===== src/rtl/ysyx_23060208_clint.sv =====
// Read-only AXI4-Lite slave exposing the 64-bit machine timer (mtime).
// A low-word read latches the high word so a low/high pair is tear-free.
module ysyx_23060208_clint #(
    parameter int                    DATA_WIDTH = 32,
    parameter int                    ADDR_WIDTH = 32,
    parameter logic [ADDR_WIDTH-1:0] BASE_ADDR  = 32'ha000_0048,
    parameter int                    TICK_DIV   = 1,
    parameter logic [63:0]           MTIME_RST  = 64'h0
) (
    input  logic                  clk,
    input  logic                  rst,
    input  logic [ADDR_WIDTH-1:0] araddr,
    input  logic                  arvalid,
    output logic                  arready,
    output logic [DATA_WIDTH-1:0] rdata,
    output logic [1:0]            rresp,
    output logic                  rvalid,
    input  logic                  rready
);

    localparam int                    PS_W    = (TICK_DIV > 1) ? $clog2(TICK_DIV) : 1;
    localparam logic [PS_W-1:0]       PS_MAX  = PS_W'(TICK_DIV - 1);
    localparam logic [ADDR_WIDTH-1:0] HI_ADDR = BASE_ADDR + ADDR_WIDTH'(4);
    localparam logic [1:0]            RESP_OKAY   = 2'b00;
    localparam logic [1:0]            RESP_SLVERR = 2'b10;

    typedef enum logic {
        IDLE = 1'b0,
        RESP = 1'b1
    } state_t;

    state_t                state_reg, state_next;
    logic                  arready_reg;
    logic                  rvalid_reg;
    logic [DATA_WIDTH-1:0] rdata_reg, rdata_next;
    logic [1:0]            rresp_reg, rresp_next;
    logic [63:0]           mtime_reg;
    logic [PS_W-1:0]       prescaler_reg;
    logic [31:0]           snap_hi_reg, snap_hi_next;
    logic                  snap_valid_reg, snap_valid_next;
    logic                  ar_hs;
    logic                  tick;

    assign ar_hs = arready_reg && arvalid;
    assign tick  = (prescaler_reg == PS_MAX);

    always_comb begin
        state_next = state_reg;
        case (state_reg)
            IDLE:    if (ar_hs) state_next = RESP;
            RESP:    if (rvalid_reg && rready) state_next = IDLE;
            default: state_next = IDLE;
        endcase
    end

    // Decode uses the pre-increment mtime of the handshake cycle.
    always_comb begin
        rdata_next      = rdata_reg;
        rresp_next      = rresp_reg;
        snap_hi_next    = snap_hi_reg;
        snap_valid_next = snap_valid_reg;
        if (araddr == BASE_ADDR) begin
            rdata_next      = DATA_WIDTH'(mtime_reg[31:0]);
            rresp_next      = RESP_OKAY;
            snap_hi_next    = mtime_reg[63:32];
            snap_valid_next = 1'b1;
        end else if (araddr == HI_ADDR) begin
            rresp_next      = RESP_OKAY;
            snap_valid_next = 1'b0;
            rdata_next      = snap_valid_reg ? DATA_WIDTH'(snap_hi_reg)
                                             : DATA_WIDTH'(mtime_reg[63:32]);
        end else begin
            rdata_next = '0;
            rresp_next = RESP_SLVERR;
        end
    end

    always_ff @(posedge clk) begin
        if (rst) begin
            state_reg      <= IDLE;
            arready_reg    <= 1'b0;
            rvalid_reg     <= 1'b0;
            rdata_reg      <= '0;
            rresp_reg      <= '0;
            snap_hi_reg    <= '0;
            snap_valid_reg <= 1'b0;
        end else begin
            state_reg   <= state_next;
            arready_reg <= (state_next == IDLE);
            rvalid_reg  <= (state_next == RESP);
            if (ar_hs) begin
                rdata_reg      <= rdata_next;
                rresp_reg      <= rresp_next;
                snap_hi_reg    <= snap_hi_next;
                snap_valid_reg <= snap_valid_next;
            end
        end
    end

    // Free-running timer; bus traffic never stalls it.
    always_ff @(posedge clk) begin
        if (rst) begin
            mtime_reg     <= MTIME_RST;
            prescaler_reg <= '0;
        end else if (tick) begin
            mtime_reg     <= mtime_reg + 64'd1;
            prescaler_reg <= '0;
        end else begin
            prescaler_reg <= prescaler_reg + PS_W'(1);
        end
    end

    assign arready = arready_reg;
    assign rvalid  = rvalid_reg;
    assign rdata   = rdata_reg;
    assign rresp   = rresp_reg;

endmodule


===== config.mk =====
export PLATFORM = sky130hd
export DESIGN_NAME = ysyx_23060208_clint
export DESIGN_NICKNAME = d
export VERILOG_FILES = /design/src/rtl/ysyx_23060208_clint.sv
export SDC_FILE = /design/constraint.sdc
export NUM_CORES = 1
export LEC_CHECK = 0
export CAP_MARGIN = 20
export CORE_ASPECT_RATIO = 1.1
export CORE_MARGIN = 1.5
export CORE_UTILIZATION = 45
export CTS_CLUSTER_SIZE = 30
export DETAILED_ROUTE_END_ITERATION = 8
export PLACE_DENSITY_LB_ADDON = 0.1
export REMOVE_ABC_BUFFERS = 1
export SLEW_MARGIN = 10
export SYNTH_ARGS = -nofsm -noshare
export SYNTH_HDL_FRONTEND = slang
export SYNTH_SLANG_ARGS = --single-unit
export TNS_END_PERCENT = 1

===== constraint.sdc =====
create_clock -name clk -period 2.15 [get_ports clk]
set_input_delay 0.43 -clock clk [delete_from_list [all_inputs] [get_ports clk]]
set_output_delay 0.43 -clock clk [all_outputs]
set_load 0.1 [all_outputs]

==> results.yml <==
status:
  outcome: "completed"
die:
  die_x_um: 113
  core-area_sq_um: 13200
  die_area_sq_um: 14100
  dieHeight_um: 124
  floorplan.rows: 44
  io_pins: 72
  start_util: 0.458
clock_network:
  cts_max_path_buffers: 2
  cts_buffers: 17
  ctsHoldBuffers: 0
  cts_tree: "built"
  root_buffer: "clkbuf_16"
  cts.sinks: 133
  insertion_delay_ns: 0.42
  htree_levels: 4
  cts.reportedPaths.clkPinSlew_ns: 0.06
grt:
  overflow: 0
  grtUsageMet2: 0.368
  antenna_found_initial: 0
  grtUsageMet3: 0.0418
  gr-usage-all-layers: 0.221
  grt_pass1_vias: 5171
  grt_busiest_layer: "met2"
  grt_util_met1: 0.286
  grt_first_pass_wirelength_um: 25000
  grt_max_degree: 65
timing:
  drv_slew: 0
  finalClockSkew_ns: 0.00572
  rsz0062_at_grt: "true"
  post-route-period-util: 0.971
  setup_viol: 0
  fmax_mhz: 479
  min_period_ns: 2.09
  finalHoldViolations: 0
worst_setup_path:
  worst_path_largest_cell_delay_ns: 0.39
  end_kind: "register"
  path_common_cell: "buf_4"
  crit_type: "register to register"
  path_cells: "nand4_1, buf_4, nor4_2, nand3_1, buf_4, or3_1, a21oi_1"
  cp_slowest_cell: "dfxtp_1"
  cp-start-kind: "register"
  cp.arrival_ns: 2.43
  crit_fanout: 13
  required_ns: 2.49
synthesis:
  syn_area_sq_um: 6020
  synthArstFlopShare: 0
  ys_seq_elements: 133
  yosysSeqAreaShare: 0.442
  yosys_warnings: 0
  syn_area_per_cell_sq_um: 8.60
  synth_edf_count: 0
  synth_cell_types: 40
  netlist_instances: 700
  ys.flop_type: "dfxtp_1"
pwr:
  power.leakage_nw: 2.88
  ir_drop_mv: 0.418
  powerDensity_nw_per_um2: 694
  power.total_mw: 5.37
finish:
  drive_above_1_share: 0.183
  layout_commonest_cell: "dfxtp_1"
  largest_reg_flops: 64
  syn2layout_area_growth_pct: 28.4
  n_antenna_cell: 0
  final_nets: 849
  final_util: 0.588
  final_cell_mix: "131 x dfxtp_1, 96 x buf_4, 85 x nand2_1"
  nFillCells: 1190
route:
  wl_per_cell_um: 15.2
  drc_errors: 0
  drtIter0Drc: 361
  via_count: 5349
  vias_per_cell: 5.42
  dr.pass1.iters: 5
  final_antenna_net_count: 0
  drt_wl_total_um: 15000
placed_design:
  place.gp.congestion: 0.820
  io_buffers: 70
  dp_hpwl_um: 10500
flow_run:
  maxCapViolCount: 0
hold_path:
  hp-class: "input pin to register"
stage by stage:
step | instance area [sq um] | setup WS (ns) | instances | setup TNS [ns] | hold WS [ns]
after floorplan | 5840 | -1.24 | 659 | -52.62 | 0.460
after global placement | 7160 | -0.270 | 953 | -16.75 | 0.435
after detailed placement | 7160 | -0.345 | 953 | -19.56 | 0.444
after CTS | 7710 | -0.0227 | 985 | -0.0227 | 0.381
after global routing | 7730 | -0.0677 | 986 | -0.336 | 0.393
final | 7730 | 0.0624 | 986 | 0 | 0.382
synth_stat cells (5+ instances only):
| library cell | instances | share of area |
|---|---|---|
| nor4_1 | 6 | 0.0062 |
| clkbuf_1 | 29 | 0.018 |
| o211ai_1 | 5 | 0.0062 |
| xnor2_1 | 7 | 0.010 |
| or4_1 | 9 | 0.011 |
| and3_1 | 14 | 0.015 |
| mux2i_1 | 61 | 0.10 |
| buf_1 | 5 | 0.0031 |
| or3_1 | 20 | 0.021 |
| nor2_1 | 75 | 0.047 |
| nand3_1 | 23 | 0.019 |
| a21oi_1 | 29 | 0.024 |
| and2_1 | 6 | 0.0062 |
| o21ai_0 | 82 | 0.068 |
| nand2_1 | 85 | 0.053 |
| o31ai_1 | 9 | 0.011 |
| inv_1 | 8 | 0.0050 |
| and4_1 | 7 | 0.010 |
| dfxtp_1 | 133 | 0.44 |
| nand4_1 | 25 | 0.026 |
| xor2_1 | 25 | 0.036 |
worst max-delay path: cells and delay by family, from the launching register on:
kind | cells | cell delay (ns)
AO/OA/AOI/OAI | 1 | 0.16
buffers and inverters | 2 | 0.41
flip-flops | 1 | 0.39
AND/OR/NAND/NOR | 4 | 1.05
final timing paths:
path,slack [ns],depth (start not counted),start,end
setup / recovery,0.06,7,mtime_reg[18]$_SDFFE_PP0N_,mtime_reg[49]$_SDFFE_PP0N_
hold reg to reg,0.45,2,rdata[14]$_SDFFE_PP0P_,rdata[14]$_SDFFE_PP0P_
hold / removal,0.38,2,rst,snap_hi_reg[27]$_SDFFE_PP0P_
setup reg to reg,0.06,7,mtime_reg[18]$_SDFFE_PP0N_,mtime_reg[49]$_SDFFE_PP0N_
layout make-up:
type / count / area [sq um] / share of cell area
clock inverters: 9 / 52.6 / 0.00680
inverters: 8 / 30.0 / 0.00388
repair buffers: 134 / 1120 / 0.145
multi-input cells: 518 / 3170 / 0.410
clock buffers: 23 / 488 / 0.0631
well taps: 161 / 201 / 0.0261
flip-flops and latches: 133 / 2670 / 0.345
logic make-up (layout without fill, tap and decap cells):
logic type / count (synthesis) / after routing / share of synthesized area
AO/OA/AOI/OAI: 129 / 129 / 0.115
XOR/XNOR: 32 / 32 / 0.0466
adder cells (fa/ha/maj): 1 / 1 / 0.00208
buffers and inverters: 50 / 174 / 0.0355
flip-flops: 133 / 133 / 0.442
multiplexers: 63 / 63 / 0.105
other: 1 / 2 / 0.000623
AND/OR/NAND/NOR: 291 / 291 / 0.252
layer usage:
layer / vias up / part of all wire
li1: 2697 / -
met2: 109 / 0.49
met4: 0 / 0.012
met1: 2525 / 0.46
met5: - / 0
met3: 18 / 0.034
repair_timing:
| item | CTS | global route |
|---|---|---|
| buffers inserted | 0 | 1 |
| gates cloned | 0 | 0 |
| pin swaps | 0 | 2 |
| setup endpoints to repair | 2 | 25 |
| gates resized for setup | 1 | 5 |
where the power goes:
group / leakage, nW / internal, mW / switching (mW)
clock network: 0.265 / 1.58 / 1.05
logic: 1.54 / 0.106 / 0.149
registers: 1.07 / 2.47 / 0.00553
total: 2.88 / 4.16 / 1.20
No activity file was read; power rests on OpenSTA's default activity.
